$ cat src/rtl/mc_control_unit_pkg.sv
// Shared encodings for the multi-cycle control unit:
// opcodes, functs, ALU ops, PC selects, state codes.
package mc_control_unit_pkg;

  typedef enum logic [3:0] {
    S_IF     = 4'd0,
    S_ID     = 4'd1,
    S_EXE_AL = 4'd2,
    S_WB_AL  = 4'd3,
    S_EXE_LS = 4'd4,
    S_MEM    = 4'd5,
    S_WB_LD  = 4'd6,
    S_EXE_BR = 4'd7,
    S_HALT   = 4'd8,
    S_ERR    = 4'd9
  } state_t;

  localparam logic [5:0] OP_RTYPE = 6'b000000;
  localparam logic [5:0] OP_ADDIU = 6'b001001;
  localparam logic [5:0] OP_ANDI  = 6'b001100;
  localparam logic [5:0] OP_ORI   = 6'b001101;
  localparam logic [5:0] OP_LW    = 6'b100011;
  localparam logic [5:0] OP_SW    = 6'b101011;
  localparam logic [5:0] OP_BEQ   = 6'b000100;
  localparam logic [5:0] OP_BNE   = 6'b000101;
  localparam logic [5:0] OP_BLTZ  = 6'b000001;
  localparam logic [5:0] OP_J     = 6'b000010;
  localparam logic [5:0] OP_HALT  = 6'b111111;

  localparam logic [5:0] F_ADD = 6'b100000;
  localparam logic [5:0] F_SUB = 6'b100010;
  localparam logic [5:0] F_AND = 6'b100100;
  localparam logic [5:0] F_OR  = 6'b100101;
  localparam logic [5:0] F_SLT = 6'b101010;
  localparam logic [5:0] F_SLL = 6'b000000;

  localparam logic [2:0] ALU_ADD = 3'b000;
  localparam logic [2:0] ALU_SUB = 3'b001;
  localparam logic [2:0] ALU_SLL = 3'b010;
  localparam logic [2:0] ALU_OR  = 3'b011;
  localparam logic [2:0] ALU_AND = 3'b100;
  localparam logic [2:0] ALU_SLT = 3'b101;

  localparam logic [1:0] PC_SEQ = 2'b00;
  localparam logic [1:0] PC_BR  = 2'b01;
  localparam logic [1:0] PC_JMP = 2'b10;

  localparam logic FROM_RT   = 1'b0;
  localparam logic FROM_RD   = 1'b1;
  localparam logic FROM_ALU  = 1'b0;
  localparam logic FROM_DATA = 1'b1;

  function automatic logic legal_func(input logic [5:0] f);
    return (f == F_ADD) || (f == F_SUB) ||
           (f == F_AND) || (f == F_OR) ||
           (f == F_SLT) || (f == F_SLL);
  endfunction

endpackage

$ cat src/rtl/mc_control_unit_watchdog.sv
// Memory watchdog: flags a request left unacknowledged
// for MEM_TIMEOUT consecutive cycles.
module mc_mem_watchdog #(
  parameter int MEM_TIMEOUT = 16
) (
  input  logic clk,
  input  logic RST,
  input  logic req,
  input  logic ack,
  output logic timeout
);

  logic [7:0] cnt;

  // count consecutive waiting cycles, clear on ack or idle
  always_ff @(posedge clk) begin
    if (!RST || !req || ack) cnt <= '0;
    else                     cnt <= cnt + 8'd1;
  end

  assign timeout = req && !ack &&
                   (cnt == 8'(MEM_TIMEOUT - 1));

endmodule

$ cat src/rtl/mc_control_unit.sv
// Multi-cycle control unit, IF/ID/EXE/MEM/WB sequencer.
// PERF_CNT_EN builds the retired-instruction counter.
module mc_control_unit
  import mc_control_unit_pkg::*;
#(
  parameter int OP_W        = 6,
  parameter int FUNC_W      = 6,
  parameter int ALUOP_W     = 3,
  parameter int MEM_TIMEOUT = 16,
  parameter int CNT_W       = 32
) (
  input  logic               clk,
  input  logic               RST,
  input  logic [OP_W-1:0]    op,
  input  logic [FUNC_W-1:0]  func,
  input  logic               ZERO,
  input  logic               SIGN,
  input  logic               mem_ack,
  output logic               mem_req,
  output logic               mem_we,
  output logic               mem_sel,
  output logic               IRWr,
  output logic               PCWr,
  output logic [1:0]         PCSel,
  output logic               ALUScrA,
  output logic               ALUScrB,
  output logic [ALUOP_W-1:0] ALUop,
  output logic               ExtSel,
  output logic               RegDst,
  output logic               DB,
  output logic               RegWr,
  output logic               halted,
  output logic               err,
  output logic [CNT_W-1:0]   retired,
  output logic [3:0]         state
);

  state_t cur, nxt;
  logic   timeout;
  logic   r_ok, is_imm, is_alu, is_ls, is_sw, is_br;
  logic   taken;
  logic [2:0] al_op;
  logic   al_a, al_b, al_ext, al_dst;

  mc_mem_watchdog #(
    .MEM_TIMEOUT(MEM_TIMEOUT)
  ) u_wd (
    .clk    (clk),
    .RST    (RST),
    .req    (mem_req),
    .ack    (mem_ack),
    .timeout(timeout)
  );

  assign r_ok   = (op == OP_RTYPE) && legal_func(func);
  assign is_imm = (op == OP_ADDIU) || (op == OP_ANDI) ||
                  (op == OP_ORI);
  assign is_alu = r_ok || is_imm;
  assign is_sw  = (op == OP_SW);
  assign is_ls  = (op == OP_LW) || is_sw;
  assign is_br  = (op == OP_BEQ) || (op == OP_BNE) ||
                  (op == OP_BLTZ);
  assign taken  = ((op == OP_BEQ) && ZERO) ||
                  ((op == OP_BNE) && !ZERO) ||
                  ((op == OP_BLTZ) && SIGN);
  assign state  = cur;

  // state register
  always_ff @(posedge clk) begin
    if (!RST) cur <= S_IF;
    else      cur <= nxt;
  end

  // next-state sequencing
  always_comb begin
    nxt = cur;
    unique case (cur)
      S_IF: begin
        if (timeout)      nxt = S_ERR;
        else if (mem_ack) nxt = S_ID;
      end
      S_ID: begin
        unique case (1'b1)
          op == OP_J:    nxt = S_IF;
          op == OP_HALT: nxt = S_HALT;
          is_alu:        nxt = S_EXE_AL;
          is_ls:         nxt = S_EXE_LS;
          is_br:         nxt = S_EXE_BR;
          default:       nxt = S_ERR;
        endcase
      end
      S_EXE_AL: nxt = S_WB_AL;
      S_WB_AL:  nxt = S_IF;
      S_EXE_LS: nxt = S_MEM;
      S_MEM: begin
        if (timeout)      nxt = S_ERR;
        else if (mem_ack) nxt = is_sw ? S_IF : S_WB_LD;
      end
      S_WB_LD:  nxt = S_IF;
      S_EXE_BR: nxt = S_IF;
      S_HALT:   nxt = S_HALT;
      S_ERR:    nxt = S_ERR;
      default:  nxt = S_ERR;
    endcase
  end

  // ALU operand/op selection for register and immediate ops
  always_comb begin
    al_op  = ALU_ADD;
    al_a   = 1'b0;
    al_b   = 1'b0;
    al_ext = 1'b0;
    al_dst = FROM_RT;
    if (op == OP_RTYPE) begin
      al_dst = FROM_RD;
      unique case (func)
        F_SUB:   al_op = ALU_SUB;
        F_AND:   al_op = ALU_AND;
        F_OR:    al_op = ALU_OR;
        F_SLT:   al_op = ALU_SLT;
        F_SLL: begin
          al_op = ALU_SLL;
          al_a  = 1'b1;
        end
        default: al_op = ALU_ADD;
      endcase
    end else begin
      al_b = 1'b1;
      unique case (op)
        OP_ANDI: al_op = ALU_AND;
        OP_ORI:  al_op = ALU_OR;
        default: begin
          al_op  = ALU_ADD;
          al_ext = 1'b1;
        end
      endcase
    end
  end

  // datapath controls decoded from state and instruction
  always_comb begin
    mem_req = 1'b0;
    mem_we  = 1'b0;
    mem_sel = 1'b0;
    IRWr    = 1'b0;
    PCWr    = 1'b0;
    PCSel   = PC_SEQ;
    ALUScrA = 1'b0;
    ALUScrB = 1'b0;
    ALUop   = ALU_ADD;
    ExtSel  = 1'b0;
    RegDst  = FROM_RT;
    DB      = FROM_ALU;
    RegWr   = 1'b0;
    halted  = 1'b0;
    err     = 1'b0;
    if (RST) begin
      unique case (cur)
        S_IF: begin
          mem_req = 1'b1;
          IRWr    = mem_ack;
        end
        S_ID: begin
          if (op == OP_J) begin
            PCWr  = 1'b1;
            PCSel = PC_JMP;
          end
        end
        S_EXE_AL, S_WB_AL: begin
          ALUScrA = al_a;
          ALUScrB = al_b;
          ALUop   = al_op;
          ExtSel  = al_ext;
          RegDst  = al_dst;
          RegWr   = (cur == S_WB_AL);
          PCWr    = (cur == S_WB_AL);
        end
        S_EXE_LS, S_MEM, S_WB_LD: begin
          ALUScrB = 1'b1;
          ExtSel  = 1'b1;
          if (cur == S_MEM) begin
            mem_req = 1'b1;
            mem_sel = 1'b1;
            mem_we  = is_sw;
            PCWr    = is_sw && mem_ack;
          end
          if (cur == S_WB_LD) begin
            DB    = FROM_DATA;
            RegWr = 1'b1;
            PCWr  = 1'b1;
          end
        end
        S_EXE_BR: begin
          ALUop  = (op == OP_BLTZ) ? ALU_ADD : ALU_SUB;
          ExtSel = 1'b1;
          PCWr   = 1'b1;
          PCSel  = taken ? PC_BR : PC_SEQ;
        end
        S_HALT:  halted = 1'b1;
        S_ERR:   err = 1'b1;
        default: ;
      endcase
    end
  end

`ifdef PERF_CNT_EN
  logic             retire;
  logic [CNT_W-1:0] ret_cnt;

  assign retire = ((cur == S_ID) && (op == OP_J)) ||
                  (cur == S_WB_AL) || (cur == S_WB_LD) ||
                  (cur == S_EXE_BR) ||
                  ((cur == S_MEM) && is_sw && mem_ack);

  // retired-instruction counter, wraps naturally
  always_ff @(posedge clk) begin
    if (!RST)        ret_cnt <= '0;
    else if (retire) ret_cnt <= ret_cnt + 1'b1;
  end

  assign retired = ret_cnt;
`else
  assign retired = '0;
`endif

endmodule

$ cat config.mk
export PLATFORM = sky130hd
export DESIGN_NAME = mc_control_unit
export DESIGN_NICKNAME = d
export VERILOG_FILES = /design/src/rtl/mc_control_unit_pkg.sv /design/src/rtl/mc_control_unit_watchdog.sv /design/src/rtl/mc_control_unit.sv
export SDC_FILE = /design/constraint.sdc
export NUM_CORES = 1
export LEC_CHECK = 0
export BUFFER_PORTS_ARGS = -buffer_cell sky130_fd_sc_hd__buf_2
export CORE_MARGIN = 4
export CORE_UTILIZATION = 49
export CTS_CLUSTER_DIAMETER = 40
export CTS_CLUSTER_SIZE = 14
export DETAILED_ROUTE_END_ITERATION = 16
export MAX_ROUTING_LAYER = met4
export PLACE_DENSITY_LB_ADDON = 0.12
export SYNTH_ARGS = -nofsm -noshare
export SYNTH_HDL_FRONTEND = slang
export SYNTH_SLANG_ARGS = --single-unit
$ cat constraint.sdc
create_clock -name clk -period 5.1 [get_ports clk]
set_input_delay 0.765 -clock clk [delete_from_list [all_inputs] [get_ports clk]]
set_output_delay 0.765 -clock clk [all_outputs]
set_load 0.01 [all_outputs]
After elaboration in Yosys (flattened, before gate mapping)

Index checks and enable logic that the tools add are counted.

Bits in registers: 12
Bits in latches: 0
Bits in writable memories: 0
Bits in read-only memories: 0
Input port bits: 17
Output and inout port bits: 54
Word-level logic and storage cells: 120
Memories kept: 0

Add/sub/neg operators: 1
$mul: 0
Divide/modulo/power cells: 0
Magnitude comparators: 0
Equality and inequality tests: 27
Shifts and indexed selects: 0
Multiplexer cells: 55
Bitwise operators: 0
Reductions and logical operators: 35

Operators by type and width:

| operator            | number |
|---|---|
| $eq 6x6->1 const B  | 8 |
| $mux 1              | 35 |
| $pmux 4 s7          | 1 |
| $pmux 4 s5          | 1 |
| $eq 6x4->1 const B  | 3 |
| $eq 4x3->1 const B  | 4 |
| $mux 4              | 4 |
| $logic_or 1x1->1    | 15 |
| $pmux 3 s5          | 1 |
| $eq 6x3->1 const B  | 2 |
| $logic_not 6->1     | 2 |
| $pmux 3 s2          | 2 |
| $mux 3              | 3 |
| $add 8x1->8 const B | 1 |
| $eq 4x2->1 const B  | 2 |
| $eq 4x4->1 const B  | 2 |
| $eq 8x4->1 const B  | 1 |
| $pmux 1 s2          | 4 |
| $logic_and 1x1->1   | 7 |
| $eq 6x1->1 const B  | 1 |
| $eq 6x2->1 const B  | 1 |
| $ne 3x3->1 const B  | 2 |
| $reduce_or 3->1     | 2 |
| $eq 4x1->1 const B  | 1 |
| other kinds (8)     | 13 |

Depth between registers and ports, before layout

Gate-level depths: netlist of run 1.

Depth in word-level cells: 10
Mapped depth: 6
Depth with buffers taken out: 6

Cells and area by module

A second synthesis of run 1 with hierarchy kept.

Cells, all modules: 188
Area, all modules: 1,333.8 um2

Modules (own cells, without submodules):

| module          | instances | cells an instance | area an instance (um2) | sequential area each (um2) |
|---|---|---|---|---|
| mc_control_unit | 1         | 152               | 992.2                  | 80.1 |
| mc_mem_watchdog | 1         | 36                | 341.6                  | 160.2 |

Worst setup path after synthesis of run 1

Ideal clock, no wire load.

Path kind: input port to output port
Start: input port op[1]
End: output port ALUop[0]
Arrival time: 1.909 ns
Data required time: 4.335 ns
Path slack: 2.426 ns
Stages: 5
Path buffers: 0
Cells stage by stage: or3_1 -> nand3b_4 -> nor2_1 -> nand3_1 -> a221oi_1

Cells in the longest elaborated chain, start to end: 5
Elaborated cells between the ends (all ways): 9
Classes of those cells: eq/ne: 3; mux: 5; reduce/logical: 1

Ends and longest elaborated chain:

| element         | line                   | text |
|---|---|---|
| start, declared | mc_control_unit.sv:14  | `input logic [OP_W-1:0] op,` |
| $eq 6x4->1      | mc_control_unit.sv:129 | `unique case (op)` |
| $pmux 3 s2      | mc_control_unit.sv:129 |  |
| $mux 3          | mc_control_unit.sv:114 | `if (op == OP_RTYPE) begin` |
| $pmux 3 s2 (*)  | mc_control_unit.sv:158 | `unique case (cur)` |
| $mux 3 (*)      | mc_control_unit.sv:157 | `if (RST) begin` |
| end, declared   | mc_control_unit.sv:27  | `output logic [ALUOP_W-1:0] ALUop,` |

Mark *: on every way between the ends. The rest lies on a longest branch, timed or not.

Worst setup path in the final report of run 1

Same ends and word-level chain as after synthesis.

==> results of run 1 <==
[worst max path at each step]
stage	endpoint	slack [ns]	cells past startpoint
global route	ALUop[0]	2.09	7
finish	ALUop[0]	2.15	7
CTS	ALUop[0]	2.16	7
detailed placement	ALUop[0]	2.17	7
floorplan	ALUop[0]	2.43	5
global placement	ALUop[0]	2.25	7
[synth_stat cells, types with 3 or more instances]
cell and count:
a21oi_1 6, a31oi_1 3, and3_1 5, buf_4 32, clkbuf_1 6, dfxtp_1 12, inv_1 6, nand2_1 10
nand2b_1 5, nand3_1 10, nor2_1 26, nor2b_1 3, nor3_1 6, nor4_1 4, o21ai_0 6, or3_1 4
xnor2_1 3
[logic make-up (layout without fill, tap and decap cells)]
group	Yosys count	count (layout)	synth area share, %
mux	2	2	1.46
fa+ha+maj	1	1	0.911
compound gates	38	38	19.8
simple gates	85	85	33.7
buf+inv	46	48	22.0
flops	12	12	17.5
other cells	1	32	0.273
xor+xnor	6	6	4.38
[metal layers]
layer,global-route usage (%),wire length [um],vias up
met1,26.8,1440,650
met2,30.7,1510,102
met3,2.77,436,4
met4,1.86,29,0
li1,-,-,687
met5,-,0,-
[flip-flops by register name (all words and copies together) (netlist names)]
name and flops:
state 4, u_wd.cnt 8
[metrics by stage]
stage / total power [W] / hold slack (ns)
2_1_floorplan: 0.000260 / 0.413
4_1_cts: 0.000362 / 0.446
5_1_grt: 0.000390 / 0.476
3_3_place_gp: 0.000285 / 0.425
3_5_place_dp: 0.000287 / 0.434
6_report: 0.000362 / 0.443
[power by group through the flow]
stage | sequential [W] | combinational [W] | clock [W]
2_1_floorplan | 0.000118 | 0.000142 | 0
3_3_place_gp | 0.000133 | 0.000151 | 0
3_5_place_dp | 0.000134 | 0.000153 | 0
4_1_cts | 0.000132 | 0.000154 | 0.0000761
5_1_grt | 0.000135 | 0.000173 | 0.0000820
6_report | 0.000132 | 0.000156 | 0.0000741
[area by class of cell]
cell class                      count  area, sq um
Clock buffer                        4         36.3
Fill cell                         268         1090
Inverter                            6         22.5
Multi-Input combinational cell    164          947
Sequential cell                    12          240
Tap cell                           30         37.5
Timing Repair Buffer               38          190
==> results.txt, run 1 <==
The clock-pin slew reported for the worst setup and hold paths after clock tree synthesis is 0.07 ns. The die span in y came out at 60.9 um. The synthesized area per cell came out at 7.19 sq um. The cell repeated most along the worst path is buf_2.

On the critical path the largest part of the delay comes from simple AND/OR/NAND/NOR gates. The post-layout utilization of the core is 57.4%. The max-slew violation count is 0. The post-route cell area is 0.00147 sq mm. In this design, the stage delay of the slowest critical-path cell is 0.42 ns. The combined buffer and inverter count along the critical path is 2. The routed layout has 1443 vias. The number of nets in the layout came out at 243. The die width came out at 60.9 um.

The reported leakage power came out at 0.703 nW. The post-synth design cell area came out at 0.00137 sq mm. TritonCTS built the clock tree. Net switching is 42.5% of the power.

The number of buffer cells added on primary ports is 38. The arrival time reported for the critical path endpoint came out at 2.18 ns. The origin of the worst setup path is op[1].

The DRC violations left came out at 0. The number of distinct library cell variants in the gate-level netlist after synthesis came out at 53. Leaving out fill and tap cells, the most frequent cell in the layout is buf_2. The setup slack of the most critical reg-to-reg path is 3.01 ns. The area growth from synthesis to final layout is 7.38%. The number of antenna diodes in the final layout is 0. The final routed wire length divided by cell count is 13.4 um. Setup repair after global routing left no endpoint under its margin.

The number of global-route vias before repair is 1222. The fraction of power consumed by the clock network is 20.5%. Walking the worst path, the cells encountered are buf_2 -> or3_1 -> nand3b_4 -> nor2_1 -> nand3_1 -> a221oi_1 -> buf_2. The core area came out at 0.00257 sq mm.

The sequential cell area fraction in the yosys report is 17.5%. The post-cts resize count is 0. The worst IR drop on VDD came out at 0.210 mV.

The number of antenna violations at the first check in global routing is 0. Of all nets on the critical path, the largest fanout is 6. Of the total power, registers draw 36.4%.

The hold violation total from the final report came out at 0. dfxtp_1 takes more of the synthesized area than any other cell. The total number of yosys warnings is 0. STA classifies the critical path startpoint as a primary input. The number of max-capacitance violations reported is 0. The average vias per placed instance came out at 5.68. The capturing element type of the critical path is an output pin. The final clock skew came out at 0.00181 ns.

The worst hold path belongs to the class reg -> reg. For hold timing, the worst endpoint is u_wd.cnt[0]$_SDFF_PP0_. The worst-case clock buffer depth is 2.

The setup TNS is 0 ns. The maximum number of pins on one net before global-route repair came out at 21. The run finished with clean final reports.

The die footprint came out at 0.00371 sq mm. Power spread over the standard cell area amounts to 245 mW/mm^2. The number of enable flip-flop cells after synthesis is 0.

After layout, the worst path uses 57.8% of the clock period. The level count of the clock H-tree is 1. The worst slew margin relative to its limit came out at 53.9%. The count of antenna-violating nets left after detailed routing came out at 0. The number of hold-repair buffers added at the cts stage came out at 0. The slowest stage of the critical path belongs to the cell or3_1. The number of setup buffers added after CTS came out at 0.

The critical register-to-register path startpoint is state[2]$_SDFFE_PN0P_. In this run the power spent charging and discharging nets is 0.000154 W. The first-pass GRT wire length is 5.57 mm. The post-route minimum period is 2.95 ns. The CTS buffer count is 3. At the placement stage, the worst setup path has a slack of 2.17 ns. The commonest register cell after synthesis is dfxtp_1. Static timing analysis puts the maximum clock frequency at 339 MHz.

The path type of the worst setup path is in -> out. After detailed placement, the design holds a cell count of 250. Sorting the synthesized cells by area gives the leading types as dfxtp_1, buf_4, nor2_1. The starting density of the core came out at 53.5%. The transition time at the pin with the least slew margin is 0.691 ns. The first detailed-routing pass took 4 iterations. The number of clock sinks seen by CTS came out at 12.

Clock tree synthesis selected as its root buffer the cell clkbuf_4. The overall routing resource usage is 19.3%. The global placement routability congestion is 0.869. The number of standard cells in the final layout excluding fillers came out at 254. The I/O pin count came out at 71. The worst setup slack after layout is 2.15 ns. The first routing iteration left 147 violations. The total internal power came out at 0.000208 W. The overall routed net length is 3.41 mm. The required time of the critical path came out at 4.34 ns. The power share of the combinational group is 43.1%. The fraction of final layout cells with drive strength greater than 1 came out at 20.5%. The count of endpoints failing setup in the final report is 0. The half-perimeter wire length after placement came out at 2.71 mm. The worst hold path stage count is 1.

The share of synthesized flip-flops with an asynchronous set or reset is 0%. The library cells used most frequently in the layout, excluding fill and tap cells, are buf_2, conb_1, nor2_1. The post-place instance area came out at 0.00144 sq mm. The number of cell instances on the worst register-to-register path is 5. The synthesized design contains 12 register bits. The startpoint of the most critical hold path is u_wd.cnt[0]$_SDFF_PP0_. The number of standard-cell rows in the floorplan came out at 18. The worst-skew pair later-pin latency came out at 0.27 ns.

The area share of the largest cell type after synthesis came out at 17.5%. Synthesis produced a netlist whose cell count is 191. In this run the critical register-to-register path is captured at state[2]$_SDFFE_PN0P_. The final global-route overflow total is 0.
(Power assumes the default switching activity.)
==> run 2: changes to the inputs <==
--- a/config.mk
+++ b/config.mk
@@ -7,7 +7,7 @@
 export LEC_CHECK = 0
 export BUFFER_PORTS_ARGS = -buffer_cell sky130_fd_sc_hd__buf_2
 export CORE_MARGIN = 4
-export CORE_UTILIZATION = 49
+export CORE_UTILIZATION = 41
 export CTS_CLUSTER_DIAMETER = 40
 export CTS_CLUSTER_SIZE = 14
 export DETAILED_ROUTE_END_ITERATION = 16
==> constraint.sdc (replaced) <==
create_clock -name clk -period 2.7 [get_ports clk]
set_input_delay 0.405 -clock clk [delete_from_list [all_inputs] [get_ports clk]]
set_output_delay 0.405 -clock clk [all_outputs]
set_load 0.01 [all_outputs]
==> run 2 against run 1 <==
Net effect:
- clock skew about the same
- largest cell class unchanged
- wire length increased by 1.5%
- setup slack lost 1.7 ns
- register-to-register slack worse by 2.3 ns
==> results.txt, run 2 (synthesized netlist as in run 1, its figures left out) <==
The run finished with clean final reports. The hold violation total from the final report was 0 (unchanged). For this run, the top clock speed supported by timing is 442 MHz. The DRC violations left is 0 (unchanged).

The number of cell instances on the worst register-to-register path came out at 5 (unchanged). The power share of the combinational group is 47.7% (+4.6 points). The reported leakage power is 0.712 nW (+1.2%). The top cell types in the final layout, fill and taps aside, are buf_2, conb_1, nor2_1.

The detailed-routing iteration count for the pre-antenna-repair pass is 4 (unchanged). The met1 capacity usage during global routing is 21.4% (-5.4 points). The arrival time reported for the critical path endpoint came to 1.86 ns (-0.32 ns). The worst setup path is captured at an output pin.

More flip-flops sit in one register than any other, and that register is u_wd.cnt. TritonCTS built the clock tree. The required time of the critical path is 2.30 ns (-2.04 ns). The combined flip-flop and latch cell area came out at 240 sq um (unchanged). The number of flip-flops under the largest register name is 8 (unchanged). The global placement routability congestion is 0.860 (-1.1%). The worst hold margin is 0.444 ns (+0.00159 ns).

The total area of multi-input combinational cells came out at 947 sq um (unchanged). The number of setup buffers added after CTS was 0 (unchanged). The worst-skew pair later-pin latency was 0.26 ns (about the same).

The iteration-0 DRC count of the detailed router is 117 (-20%). The starting density of the core is 43.9% (-9.6 points). The I/O pin count is 71 (unchanged). The first-pass GRT wire length came out at 5.40 mm (-3.1%). The post-cts resize count is 0 (unchanged). The most used routing layer in global routing is met2.

The worst slew margin relative to its limit is 63.3% (+9.4 points). The total of fill cells in the finished design came to 343 (+28%). The worst-case clock buffer depth came out at 2 (unchanged). The total via count in the routed design came out at 1369 (-5.1%).

The worst setup path is launched from a register. The maximum number of pins on one net before global-route repair came to 17 (-19%). In this run the worst hold path is classified as reg -> reg. The fraction of power consumed by the clock network came out at 15.9% (-4.6 points).

The number of global-route vias before repair came out at 1205 (-1.4%). The final global-route overflow total is 0 (unchanged). The die footprint was 0.00434 sq mm (+17%). Setup repair after global routing left no endpoint under its margin. The count of endpoints failing setup in the final report came out at 0 (unchanged).

The core area is 0.00313 sq mm (+22%). The maximum fanout along the worst path is 16 (+10). The library cell used most frequently in the layout, excluding fill and tap cells, is buf_2. The final routed wire length divided by cell count was 12.8 um (-4.5%). The half-perimeter wire length after placement came out at 2.76 mm (+2.0%). The clock-pin slew reported for the worst setup and hold paths after clock tree synthesis came out at 0.07 ns (about the same). The count of antenna-violating nets left after detailed routing is 0 (unchanged). The net switching fraction of the power came to 43.7% (+1.2 points). The final clock skew is 0.00153 ns (-0.000280 ns).

The final clock period utilization by the worst path is 83.9%. The met2 track utilization from global routing came out at 24.0% (-6.7 points). The number of hold-repair buffers added at the cts stage is 0 (unchanged). The total internal power was 0.000371 W (+78%). The number of max-capacitance violations reported is 0 (unchanged). The worst IR drop on VDD is 0.285 mV (+36%). The setup TNS came out at 0 ns (unchanged). The number of buffer cells added on primary ports came out at 38 (unchanged). The CTS buffer count was 3 (unchanged). The average vias per placed instance came out at 5.07 (-11%). The number of clock sinks seen by CTS is 12 (unchanged). The post-route minimum period is 2.26 ns.

The transition time at the pin with the least slew margin is 0.550 ns (-0.140 ns). The global routing met3 resource utilization was 3.06% (+0.30 points). The die width is 65.9 um (+8.1%). The number of standard-cell rows in the floorplan was 20 (+2).

The number of nets in the layout is 246 (+1.2%). The number of antenna violations at the first check in global routing came out at 0 (unchanged). The level count of the clock H-tree came out at 1 (unchanged). The switching power of the nets is 0.000288 W (+88%). The number of antenna repair diodes is 0 (unchanged). The area growth from synthesis to final layout is 9.30%. The die span in y is 65.9 um (+8.1%). The max-slew violation count came out at 0 (unchanged). The tree is rooted in a clkbuf_4.

The worst hold path stage count is 1 (unchanged). The areal power density over the cells is 440 mW/mm^2 (+79%). The path type of the worst setup path is reg -> out. The fraction of final layout cells with drive strength greater than 1 is 21.2% (+0.70 points). The overall routing resource usage is 15.9% (-3.4 points).

The overall routed net length is 3.46 mm (+1.5%). The part of the total power dissipated in sequential elements came out at 36.4% (about the same).
run 2: layout make-up:
| cell class | count | area share [%] |
|---|---|---|
| Inverter | 6 | 1.50 |
| Clock buffer | 3 | 1.50 |
| Tap cell | 44 | 3.67 |
| Timing Repair Buffer | 41 | 14.2 |
| Sequential cell | 12 | 16.0 |
| Multi-Input combinational cell | 164 | 63.1 |
run 2: path summary, 6_finish.rpt:
check / startpoint / to / slack (ns)
max: state[1]$_SDFFE_PN0P_ / ALUop[2] / 0.44
min: u_wd.cnt[0]$_SDFF_PP0_ / u_wd.cnt[0]$_SDFF_PP0_ / 0.44
max reg2reg: state[1]$_SDFFE_PN0P_ / state[2]$_SDFFE_PN0P_ / 0.74
min reg2reg: u_wd.cnt[0]$_SDFF_PP0_ / u_wd.cnt[0]$_SDFF_PP0_ / 0.44
run 2: per-layer routing:
layer / up-vias / routed length [um]
met1: 609 / 1620
met5: - / 0
met4: 0 / 6
met3: 2 / 256
met2: 68 / 1580
li1: 690 / -
run 2: critical path: stages (launching register included):
cell and delay (ns):
dfxtp_1 0.67, nand2_1 0.22, nor2_1 0.21, nand2_1 0.10
a211oi_1 0.22, buf_2 0.17
run 2: power groups by stage:
| stage | registers, W | clock network [W] | logic [W] |
|---|---|---|---|
| after global routing | 0.000245 | 0.000122 | 0.000349 |
| final | 0.000240 | 0.000105 | 0.000315 |
| after CTS | 0.000240 | 0.000111 | 0.000315 |
| after global placement | 0.000244 | 0 | 0.000316 |
| after floorplan | 0.000223 | 0 | 0.000269 |
| after detailed placement | 0.000244 | 0 | 0.000313 |
run 2: through the flow:
stage,total power [W],setup WS (ns),instances,cell area (sq um),util (%)
global placement,0.000560,0.555,267,1480,47.2
global route,0.000717,0.261,270,1500,48.0
finish,0.000659,0.435,270,1500,48.0
floorplan,0.000492,0.746,222,1490,-
CTS,0.000666,0.444,270,1500,48.0
detailed placement,0.000557,0.528,267,1480,47.2
==> run 3: changes to the inputs <==
==> constraint.sdc (replaced) <==
create_clock -name clk -period 1.93 [get_ports clk]
set_input_delay 0.2895 -clock clk [delete_from_list [all_inputs] [get_ports clk]]
set_output_delay 0.2895 -clock clk [all_outputs]
set_load 0.01 [all_outputs]
==> run 3 against run 2 <==
Net effect:
- global-route usage grew 0.32 points
- wire length grew 2.1%
- cell area grew 9.9%
- largest cell class unchanged
- highest routed layer unchanged
==> results.txt, run 3 (synthesized netlist as in run 1, its figures left out) <==
The die footprint is 0.00434 sq mm (unchanged). The number of hold-repair buffers added at the cts stage is 0 (unchanged). The detailed-routing iteration count for the pre-antenna-repair pass came to 4 (unchanged).

The critical path in this run is classified as reg -> out. Leaving out fill and tap cells, the most frequent cell in the layout is buf_2. The total of fill cells in the finished design is 319 (-7.0%). The number of nets in the layout came out at 262 (+6.5%). The I/O pin count is 71 (unchanged).

The worst register-to-register path begins at u_wd.cnt[0]$_SDFF_PP0_. The worst IR drop on VDD came out at 0.364 mV (+28%). The largest register by flop count is u_wd.cnt. Tracing the worst setup path back leads to its startpoint at state[2]$_SDFFE_PN0P_. The sum of routed wire segments on met1 is 1.66 mm (+2.5%). The count of endpoints failing setup in the final report is 0 (unchanged).

The detailed-routed wire length on met2 is 1.59 mm (+0.32%). The number of buffer cells added on primary ports came to 38 (unchanged). The CTS buffer count came out at 3 (unchanged). The areal power density over the cells is 607 mW/mm^2 (+38%). The arrival time reported for the critical path endpoint came to 1.60 ns (-0.26 ns). The count of antenna-violating nets left after detailed routing came to 0 (unchanged). The starting density of the core came to 43.9% (unchanged). The maximum fanout along the worst path came out at 19 (+3). CTS placed an instance of clkbuf_4 at the clock tree root.

The hold violation total from the final report came out at 0 (unchanged). The setup slack of the most critical reg-to-reg path came out at 0.20 ns (-0.54 ns). TritonCTS built the clock tree. The number of flip-flops under the largest register name is 8 (unchanged). The endpoint of the worst setup timing path is PCSel[0].

The cell with the largest stage delay on the worst path is dfxtp_1. The post-place instance area is 0.00160 sq mm (+8.1%). The level count of the clock H-tree came out at 1 (unchanged). The iteration-0 DRC count of the detailed router is 90 (-23%). The worst register-to-register path ends at state[2]$_SDFFE_PN0P_. The number of antenna repair diodes came out at 0 (unchanged). The combined flip-flop and latch cell area is 241 sq um (+0.52%). The total via count in the routed design is 1420 (+3.7%).

After layout, the worst path uses 98.1% of the clock period. The half-perimeter wire length after placement was 2.91 mm (+5.2%). The post-route cell area came out at 0.00165 sq mm (+9.9%).

The required time of the critical path was 1.64 ns (-0.66 ns). The overall power consumption came out at 0.00100 W (+52%). The maximum single-stage delay on the critical path is 0.39 ns (-0.28 ns). In this run the worst hold path is classified as in -> reg. The setup TNS is 0 ns (unchanged). The overall routing resource usage came out at 16.2% (+0.32 points). The total area of multi-input combinational cells is 971 sq um (+2.5%). The overall routed net length came out at 3.54 mm (+2.1%).

Setup repair after global routing left no endpoint under its margin. The run finished with clean final reports. The number of cell instances on the worst register-to-register path came out at 6 (+1).

The critical path depth in cells came out at 4 (-1). The die width came to 65.9 um (unchanged). The number of antenna violations at the first check in global routing is 0 (unchanged). The category of the worst setup path launch point is a register. The number of max-capacitance violations reported came out at 0 (unchanged). The met3 routed wirelength is 270 um (+5.5%). The final global-route overflow total is 0 (unchanged). Among cell families on the critical path, the largest total delay comes from simple AND/OR/NAND/NOR gates. The fraction of final layout cells with drive strength greater than 1 is 28.9% (+7.7 points). Timing would allow up to 528 MHz.

The DRC violations left came out at 0 (unchanged). The post-layout utilization of the core came out at 52.7% (+4.8 points). The worst-case clock buffer depth is 2 (unchanged).

The worst-skew pair later-pin latency was 0.27 ns (about the same). The combined buffer and inverter count along the critical path is 2 (+1). The number of clock sinks seen by CTS is 12 (unchanged). The signal on the critical path passes through buf_6 -> and2_1 -> nor4b_1 -> buf_2. The uppermost layer routed is met4. The die span in y is 65.9 um (unchanged). The number of global-route vias before repair is 1223 (+1.5%).

STA classifies the critical path endpoint as an output pin. The core area was 0.00313 sq mm (unchanged). The reported leakage power is 0.794 nW (+11%). The maximum number of pins on one net before global-route repair came out at 20 (+3). The clock-pin slew reported for the worst setup and hold paths after clock tree synthesis came out at 0.07 ns (about the same).

The first-pass GRT wire length came to 5.57 mm (+3.2%). The global placement routability congestion is 0.794 (-7.6%). The area growth from synthesis to final layout is 20.1%.

The final routed wire length divided by cell count is 12.4 um (-3.6%). The max-slew violation count came out at 0 (unchanged). The average vias per placed instance came to 4.97 (-2.1%). The final clock skew is 0.00536 ns (+0.00383 ns). The post-route minimum period is 1.89 ns. Leaving out fill and tap cells, the most frequent cells in the layout are buf_2, conb_1, nor2_1. The number of standard-cell rows in the floorplan is 20 (unchanged).
==> run 3: stage by stage <==
| step | instances | hold slack (ns) | worst slack, ns |
|---|---|---|---|
| final | 286 | 0.375 | 0.0370 |
| after global routing | 286 | 0.380 | 0.00141 |
| after CTS | 286 | 0.366 | 0.0142 |
| after detailed placement | 283 | 0.442 | 0.0722 |
| after global placement | 283 | 0.426 | 0.0970 |
| after floorplan | 222 | 0.413 | 0.194 |
==> run 3: worst min path at each step <==
stage,start,end,slack (ns),cells past startpoint
after floorplan,u_wd.cnt[0]$_SDFF_PP0_,u_wd.cnt[0]$_SDFF_PP0_,0.41,1
after global routing,mem_ack,state[2]$_SDFFE_PN0P_,0.38,3
after CTS,mem_ack,state[2]$_SDFFE_PN0P_,0.37,3
after global placement,u_wd.cnt[0]$_SDFF_PP0_,u_wd.cnt[0]$_SDFF_PP0_,0.43,1
final,mem_ack,state[2]$_SDFFE_PN0P_,0.37,3
after detailed placement,u_wd.cnt[0]$_SDFF_PP0_,u_wd.cnt[0]$_SDFF_PP0_,0.44,1
==> run 3: final cells by class <==
class	count	share of cell area, %
Multi-Input combinational cell	164	58.9
Timing Repair Buffer	57	20.4
Sequential cell	12	14.6
Tap cell	44	3.34
Clock buffer	3	1.37
Inverter	6	1.37
==> run 3: report_power, final <==
part           total (W)  internal, W  switching [W]
logic           0.000541     0.000234       0.000307
registers       0.000311     0.000274      0.0000367
clock network   0.000149    0.0000721      0.0000769
total            0.00100     0.000580       0.000420
==> run 3: metal layers <==
metal | global-route usage [%] | vias to the layer above
met2 | 25.7 | 58
met5 | - | -
met4 | 2.33 | 0
met1 | 22.0 | 636
li1 | - | 724
met3 | 2.72 | 2
==> run 3: timing repair <==
item                                    in CTS  in global routing
gates resized for setup                      0                  7
endpoints found under the setup margin       0                  6
hold endpoints to repair                     0                  0
buffers inserted                             0                  0
==> run 3: tightest hold or removal path: cells and delay by family <==
kind            cells  cell delay, ns
simple gates        1            0.06
compound gates      1            0.14
buf+inv             1            0.12
